**src/rtl/skip_fifo.sv**
```systemverilog
// Show-ahead synchronous FIFO whose read consumes 1..DEPTH head words at once; flags registered from next count.
// Latency: write-to-rddata 1 cycle; rddata_o is combinational from the head pointer.
// Backpressure: writes while full are dropped unless a read frees space in the same cycle (overflow pulse); reads while empty flag underflow.
module skip_fifo #(
    parameter int DWIDTH = 8,
    parameter int AWIDTH = 4,
    parameter int AF_LVL = 12,
    parameter int AE_LVL = 2
) (
    input  logic              clk_i,
    input  logic              arstn_i,
    input  logic              srst_i,
    input  logic              wr_i,
    input  logic [DWIDTH-1:0] wrdata_i,
    input  logic              rd_i,
    input  logic [AWIDTH:0]   skip_i,
    output logic [DWIDTH-1:0] rddata_o,
    output logic [AWIDTH:0]   usedw_o,
    output logic              empty_o,
    output logic              full_o,
    output logic              almost_empty_o,
    output logic              almost_full_o,
    output logic              overflow_o,
    output logic              underflow_o
);

    localparam int DEPTH = 2 ** AWIDTH;
    localparam logic [AWIDTH:0] DEPTH_C = (AWIDTH + 1)'(DEPTH);
    localparam logic [AWIDTH:0] AE_C    = (AWIDTH + 1)'(AE_LVL);
    localparam logic [AWIDTH:0] AF_C    = (AWIDTH + 1)'(AF_LVL);
    localparam logic [AWIDTH:0] ONE_C   = (AWIDTH + 1)'(1);

    logic [DWIDTH-1:0] mem [DEPTH];
    logic [AWIDTH-1:0] wr_ptr;
    logic [AWIDTH-1:0] rd_ptr;
    logic [AWIDTH:0]   cnt;
    logic [AWIDTH:0]   skip_eff;
    logic [AWIDTH:0]   rd_cnt;
    logic [AWIDTH:0]   cnt_nxt;
    logic              rd_eff;
    logic              wr_acc;

    always_comb begin
        rd_eff   = rd_i & ~empty_o;
        skip_eff = (skip_i == '0) ? ONE_C : skip_i;
        rd_cnt   = '0;
        // Oversized skips saturate at the stored count so the read pointer never passes the write pointer.
        if (rd_eff) begin
            rd_cnt = (skip_eff > cnt) ? cnt : skip_eff;
        end
        wr_acc  = wr_i & (~full_o | rd_eff);
        cnt_nxt = cnt + (AWIDTH + 1)'(wr_acc) - rd_cnt;
    end

    always_ff @(posedge clk_i or negedge arstn_i) begin
        if (!arstn_i) begin
            wr_ptr         <= '0;
            rd_ptr         <= '0;
            cnt            <= '0;
            empty_o        <= 1'b1;
            full_o         <= 1'b0;
            almost_empty_o <= 1'b1;
            almost_full_o  <= 1'b0;
            overflow_o     <= 1'b0;
            underflow_o    <= 1'b0;
        end else if (srst_i) begin
            wr_ptr         <= '0;
            rd_ptr         <= '0;
            cnt            <= '0;
            empty_o        <= 1'b1;
            full_o         <= 1'b0;
            almost_empty_o <= 1'b1;
            almost_full_o  <= 1'b0;
            overflow_o     <= 1'b0;
            underflow_o    <= 1'b0;
        end else begin
            if (wr_acc) begin
                wr_ptr <= wr_ptr + 1'b1;
            end
            // A DEPTH-word skip has zero low bits, which is the correct modulo-DEPTH advance.
            rd_ptr         <= rd_ptr + rd_cnt[AWIDTH-1:0];
            cnt            <= cnt_nxt;
            empty_o        <= (cnt_nxt == '0);
            full_o         <= (cnt_nxt == DEPTH_C);
            almost_empty_o <= (cnt_nxt <= AE_C);
            almost_full_o  <= (cnt_nxt >= AF_C);
            overflow_o     <= wr_i & full_o & ~rd_eff;
            underflow_o    <= rd_i & empty_o;
        end
    end

    always_ff @(posedge clk_i) begin
        if (wr_acc && !srst_i) begin
            mem[wr_ptr] <= wrdata_i;
        end
    end

    assign rddata_o = mem[rd_ptr];
    assign usedw_o  = cnt;

endmodule

```
**config.mk**
```make
export PLATFORM = sky130hd
export DESIGN_NAME = skip_fifo
export DESIGN_NICKNAME = d
export VERILOG_FILES = /design/src/rtl/skip_fifo.sv
export SDC_FILE = /design/constraint.sdc
export NUM_CORES = 1
export LEC_CHECK = 0
export CORE_ASPECT_RATIO = 1.4
export CORE_MARGIN = 2
export CORE_UTILIZATION = 30
export DETAILED_ROUTE_END_ITERATION = 8
export PLACE_DENSITY = 0.53
export SLEW_MARGIN = 5
export SYNTH_ARGS = -nofsm -noshare
export SYNTH_HDL_FRONTEND = slang
export SYNTH_SLANG_ARGS = --single-unit
```
**constraint.sdc**
```tcl
create_clock -name clk_i -period 5.9 [get_ports clk_i]
set_clock_uncertainty 0.05 [all_clocks]
set_input_delay 1.18 -clock clk_i [delete_from_list [all_inputs] [get_ports clk_i]]
set_output_delay 1.18 -clock clk_i [all_outputs]
set_load 0.01 [all_outputs]
```
==> out/results.tsv, run 1 <==
stage	metric	value	unit
sta	final setup margin	1216	ps
grt	gr ovfl total	0	
yosys	Syn Inst Count	345	
placement	Inst Count DP	632	
yosys	synthesized area	0.006371	sq mm
cells_and_area	commonest non-fill, non-tap cell in the layout	edfxtp_1	
power_and_ir_drop	power density over the cells	411.6	mW/mm^2
placement	hpwl dp	8751	microns
floorplanning	height of the die	176.4	microns
yosys	YS warnings	0	
yosys	ys async rst share	0.1293	
grt	initial antenna violation count	0	
clocking	Post-CTS Resized	0	
clocking	Max Root-Sink Buffers	2	
cells_and_area	# diodes	0	
cells_and_area	share of cells above drive strength 1	0.1262	
drt	vias per cell	4.804	
drt	drt first pass iters	4	
yosys	post-synthesis sequential area ratio	0.6783	
clocking	CTS Hold Buffers Added	0	
worst_setup_path	Worst EP arrival	4910	ps
worst_setup_path	Critical Path Start Type	input pin	
placement	DP Worst Slack	771.4	ps
drt	post-DR wirelength/cell	19.26	microns
clocking	CTS H-tree lvls	4	
clocking	total CTS buffers	17	
yosys	post-synth top area share	0.6033	
sta	fmax	213.5	MHz
clocking	clk_lat worst skew	410	ps
clocking	Root Buffer	clkbuf_16	
sta	endpoints failing setup	0	
floorplanning	die area	0.02244	sq mm
cells_and_area	fin cells	664	
yosys	number of synthesized flops with an enable pin	128	
power_and_ir_drop	P_leak	2.552	nW
yosys	Syn Area/Cell	18.47	sq um
clocking	CTS sink count	147	
floorplanning	FP Rows	63	
drt	ANT nets after route	0	
clocking	Worst-path clk slew	60	ps
cells_and_area	fill count	1943	
cells_and_area	nets	431	
clocking	# Post-CTS Setup Buffers	0	
drt	DRC	0	
worst_setup_path	crit path max fanout	5	
placement	Placed Area	0.007009	sq mm
cells_and_area	commonest non-fill, non-tap cells in the layout	edfxtp_1, clkdlybuf4s50_1, mux4_1	
yosys	ranking of synthesized cells by area	edfxtp_1, mux4_1, dfrtp_1	
grt	pin count of the biggest net entering global routing	35	
sta	Final min period	4684	ps
sta	Final Hold Slack	537.1	ps
sta	max_slew headroom	0.3681	
power_and_ir_drop	VDD IR max	0.0001945	V
grt	first-pass GRT wire length	20310	microns
yosys	post-synth net total	385	
placement	PortBufs	36	
floorplanning	core footprint	0.02105	sq mm
clocking	CTS tree	yes	
worst_setup_path	beginning of the critical path	skip_i[1]	
flow_run	max cap viols	0	
floorplanning	Horiz. Die Dim	127.2	microns
floorplanning	I/O Pins	37	
yosys	Synth Flop Type	edfxtp_1	
cells_and_area	Final Util	0.3600	
outcome	status	complete, no violations	
power_and_ir_drop	Pwr Total	3.119	mW
yosys	area leader, netlist	edfxtp_1	
sta	setup TNS	0	ps
drt	Initial DRC Count	283	
worst_setup_path	data required time of the critical path	6120	ps
sta	final worst path period share	0.7938	
placement	gpl congestion	0.7963	
sta	RSZ-0062 raised after global routing	false	
cells_and_area	post-route cell area	0.007577	sq mm
yosys	number of synthesized register bits	147	
worst_setup_path	Worst setup EP type	flop	
hold_path	HP Class	flop to flop	
worst_setup_path	Reg2Reg Launch Point	usedw_o[1]	
sta	Slew Limit Fails	0	
drt	via count	3190	
drt	drt total wl	12790	microns
yosys	Distinct cells, synth	39	
floorplanning	Initial Utilization	0.3027	
grt	total track usage	0.1230	
cells_and_area	synthesis-to-finish area growth	18.93	%
sta	Slew @ Worst Pin	944.3	ps
worst_setup_path	Setup CP Type	input pin to flop	
grt	vias in the first global route	3418	
hold_path	Hold Startpoint	empty_o	
sta	final hold viol count	0	
metal layers:
layer | routed length [microns] | part of all wire | track usage | vias to the layer above
met5 | 0 | 0 | 0 | -
met4 | 186 | 0.015 | 0.04304 | 0
met3 | 367 | 0.029 | 0.03273 | 13
met2 | 6701 | 0.52 | 0.2126 | 71
met1 | 5532 | 0.43 | 0.1483 | 1632
li1 | - | - | - | 1474
Yosys cell counts, types with 3 or more instances:
master,count
a21oi_1,7
and3_1,3
buf_1,3
buf_6,3
clkbuf_1,7
dfrtp_1,17
edfxtp_1,128
ha_1,20
inv_1,13
mux2i_1,4
mux4_1,28
mux4_2,12
nand2_1,15
nand2b_1,7
nand3_1,7
nor2_1,26
nor2b_1,5
nor3_1,4
xnor2_1,5
xor2_1,5
cell type report:
cell class / count / area [sq um] / share of cell area
flip-flops and latches: 147 / 4323 / 0.5705
repair buffers: 41 / 397.9 / 0.05251
multi-input cells: 171 / 1914 / 0.2526
clock buffers: 19 / 432.9 / 0.05713
inverters: 13 / 48.80 / 0.006440
clock inverters: 13 / 135.1 / 0.01783
well taps: 260 / 325.3 / 0.04293
state kept, by name, summed over array words and instances, names as in the netlist:
register / flops
almost_empty_o: 1
almost_full_o: 1
empty_o: 1
full_o: 1
mem: 128
overflow_o: 1
rd_ptr: 4
underflow_o: 1
usedw_o: 5
wr_ptr: 4
power by group:
group	leakage, nW	total, mW	internal [mW]	switching, mW
clock network	0.259	1.03	0.620	0.406
logic	0.893	0.825	0.428	0.397
registers	1.40	1.27	1.19	0.0768
total	2.55	3.12	2.24	0.879
kinds of logic (layout without fill, tap and decap cells):
kind of cell             after synthesis  after routing  share of synthesized area
AO/OA/AOI/OAI                         21             21                    0.02160
XOR/XNOR                              10             10                    0.01375
adder cells (fa/ha/maj)               22             22                    0.04556
buffers and inverters                 27             86                    0.02121
flip-flops                           147            147                     0.6783
multiplexers                          45             45                     0.1659
AND/OR/NAND/NOR                       73             73                    0.05361
final timing paths:
check	end	slack (ps)	cells past startpoint
hold / removal	underflow_o	540	1
hold reg to reg	underflow_o	540	1
max in group asynchronous	rd_ptr[1]	3920	1
setup / recovery	almost_full_o	1220	19
setup reg to reg	almost_full_o	2030	17
min in group asynchronous	full_o	1250	1
worst max-delay path: stages:
cell,delay [ps]
clkdlybuf4s50_1,520
nor4_1,70
nor2_1,150
ha_1,180
nor2b_1,40
o21a_1,200
o21ai_2,280
nor2_1,70
a211oi_1,320
ha_1,290
inv_1,60
ha_1,150
inv_1,50
fa_1,390
nand2b_1,160
a21oi_1,240
xor2_1,220
nand4_1,170
o311ai_0,160
Note: power is estimated with default switching activity, not from simulation.
==> run 2, diff against run 1 <==
==> constraint.sdc (replaced) <==
create_clock -name clk_i -period 4.4 [get_ports clk_i]
set_clock_uncertainty 0.05 [all_clocks]
set_input_delay 0.88 -clock clk_i [delete_from_list [all_inputs] [get_ports clk_i]]
set_output_delay 0.88 -clock clk_i [all_outputs]
set_load 0.01 [all_outputs]
==> run 2 against run 1 <==
Net effect: final cell count increased by 5.4%; routed wire length increased by 3.3%; clock power increased by 25%; count of clock-buffer cells in the layout decreased by 2; critical endpoint is now empty_o.
==> out/results.tsv, run 2 (same netlist as run 1, synthesis figures left out) <==
stage	metric	value	unit
drt	post-DR wirelength/cell	18.87	microns
cells_and_area	max FFs per register	128	
power_and_ir_drop	P_leak	2.747	nW
cells_and_area	Top reg by flops	mem	
cells_and_area	nets	467	
drt	via count	3335	
sta	final worst path period share	0.9685	
floorplanning	core footprint	0.02105	sq mm
placement	Placed Area	0.007253	sq mm
cells_and_area	commonest non-fill, non-tap cell in the layout	edfxtp_1	
grt	first-pass GRT wire length	20440	microns
sta	Slew Limit Fails	0	
worst_setup_path	Setup CP Type	input pin to flop	
outcome	status	complete, no violations	
worst_setup_path	WP buf/inv	4	
sta	max_slew headroom	0.3828	
drt	vias per cell	4.764	
cells_and_area	commonest non-fill, non-tap cells in the layout	edfxtp_1, buf_4, clkdlybuf4s50_1	
drt	met2 routed WL	7153	microns
worst_setup_path	Worst EP arrival	4560	ps
clocking	CTS tree	yes	
floorplanning	die area	0.02244	sq mm
worst_setup_path	CP Cell Sequence	clkdlybuf4s50_1, nor4_2, nor2_1, ha_1, nor2b_1, o21a_1, o21ai_4, nor2_1, a211oi_2, ha_1, inv_1, ha_1, inv_1, fa_1, buf_4, xor2_1, nand3b_1, mux2i_1, nand4_1, nand3_1	
worst_setup_path	Worst setup EP type	flop	
worst_setup_path	crit path max fanout	4	
cells_and_area	synthesis-to-finish area growth	23.51	%
sta	fmax	234.7	MHz
grt	initial antenna violation count	0	
power_and_ir_drop	Pwr Total	4.323	mW
drt	DR WL met3	405	microns
cells_and_area	Final Util	0.3739	
drt	drt total wl	13210	microns
cells_and_area	post-route cell area	0.007869	sq mm
drt	ANT nets after route	0	
worst_setup_path	slowest cell on the critical path	clkdlybuf4s50_1	
clocking	total CTS buffers	17	
cells_and_area	# diodes	0	
drt	DRC	0	
power_and_ir_drop	VDD IR max	0.0003482	V
worst_setup_path	data required time of the critical path	4700	ps
drt	DR top layer	met4	
floorplanning	FP Rows	63	
clocking	Worst-path clk slew	60	ps
worst_setup_path	Critical Path Start Type	input pin	
clocking	Root Buffer	clkbuf_16	
grt	total track usage	0.1234	
placement	hpwl dp	8911	microns
floorplanning	Initial Utilization	0.3027	
cells_and_area	share of cells above drive strength 1	0.2159	
grt	gr ovfl total	0	
clocking	clk_lat worst skew	420	ps
worst_setup_path	Crit path max-delay family	adder cells	
clocking	CTS H-tree lvls	4	
drt	drt first pass iters	4	
worst_setup_path	Slowest Stage Delay on Critical Path	550	ps
worst_setup_path	most used cell along the critical path	ha_1	
floorplanning	I/O Pins	37	
placement	PortBufs	36	
grt	pin count of the biggest net entering global routing	33	
power_and_ir_drop	power density over the cells	549.3	mW/mm^2
drt	Initial DRC Count	108	
sta	Slew @ Worst Pin	922.8	ps
grt	vias in the first global route	3658	
placement	gpl congestion	0.7943	
drt	Post-Route M1 WL	5453	microns
sta	Final min period	4261	ps
clocking	Max Root-Sink Buffers	2	
hold_path	HP Class	flop to flop	
clocking	CTS Hold Buffers Added	0	
sta	endpoints failing setup	0	
floorplanning	Horiz. Die Dim	127.2	microns
clocking	CTS sink count	147	
floorplanning	height of the die	176.4	microns
sta	final hold viol count	0	
cells_and_area	fill count	1940	
flow_run	max cap viols	0	
==> run 2: cell types whose count changed in the layout (fill, tap and decap cells not counted), moves of 2 or more <==
cell | previous run | this run
clkinvlp_4 | 5 | 3
bufinv_16 | 2 | 0
clkinv_4 | 1 | 3
clkinv_2 | 0 | 4
inv_6 | 2 | 4
clkbuf_1 | 2 | 0
buf_4 | 5 | 40
clkinv_1 | 3 | 1
==> run 2: path summary, 6_finish.rpt <==
kind                                 start           to  slack (ps)  cells after the start
worst max-delay path             skip_i[1]      empty_o         140                     20
worst min-delay path               empty_o  underflow_o         540                      1
worst max register to register  usedw_o[1]      empty_o         680                     18
worst min register to register     empty_o  underflow_o         540                      1
max in group asynchronous          arstn_i    wr_ptr[2]        2800                      1
min in group asynchronous          arstn_i   usedw_o[0]         930                      1
==> run 2: what timing repair did <==
| action | CTS | global route |
|---|---|---|
| setup endpoints to repair | 0 | 5 |
| buffers inserted | 0 | 5 |
| resized for setup | 0 | 8 |
==> run 2: layer usage <==
| metal | GRT usage | vias to the layer above |
|---|---|---|
| met1 | 0.1382 | 1717 |
| met5 | 0 | - |
| met4 | 0.04350 | 0 |
| met3 | 0.02909 | 15 |
| met2 | 0.2280 | 61 |
| li1 | - | 1542 |
==> run 2: cell type report <==
cell class | instances | area, sq um | area share
inverter | 13 | 48.80 | 0.006201
clock inverter | 15 | 107.6 | 0.01367
sequential | 147 | 4322 | 0.5492
multi-input combinational | 171 | 1959 | 0.2490
timing repair buffer | 77 | 680.7 | 0.08650
clock buffer | 17 | 425.4 | 0.05406
tap | 260 | 325.3 | 0.04134
==> run 2: per-stage QoR <==
step / setup WS (ps) / setup TNS (ps) / instances / hold WS [ps]
2_1_floorplan: 400.1 / 0 / 345 / 506.3
3_3_place_gp: -167.8 / -674.4 / 663 / 525.7
3_5_place_dp: -311.6 / -1453 / 663 / 536.7
4_1_cts: 126.2 / 0 / 695 / 539.8
5_1_grt: -154.6 / -236.7 / 700 / 549.7
6_report: 138.7 / 0 / 700 / 536.7
==> run 2: power by group <==
group          leakage [nW]  internal, mW  switching [mW]
clock network         0.258         0.721           0.566
registers              1.40          1.60          0.0743
logic                  1.09         0.738           0.625
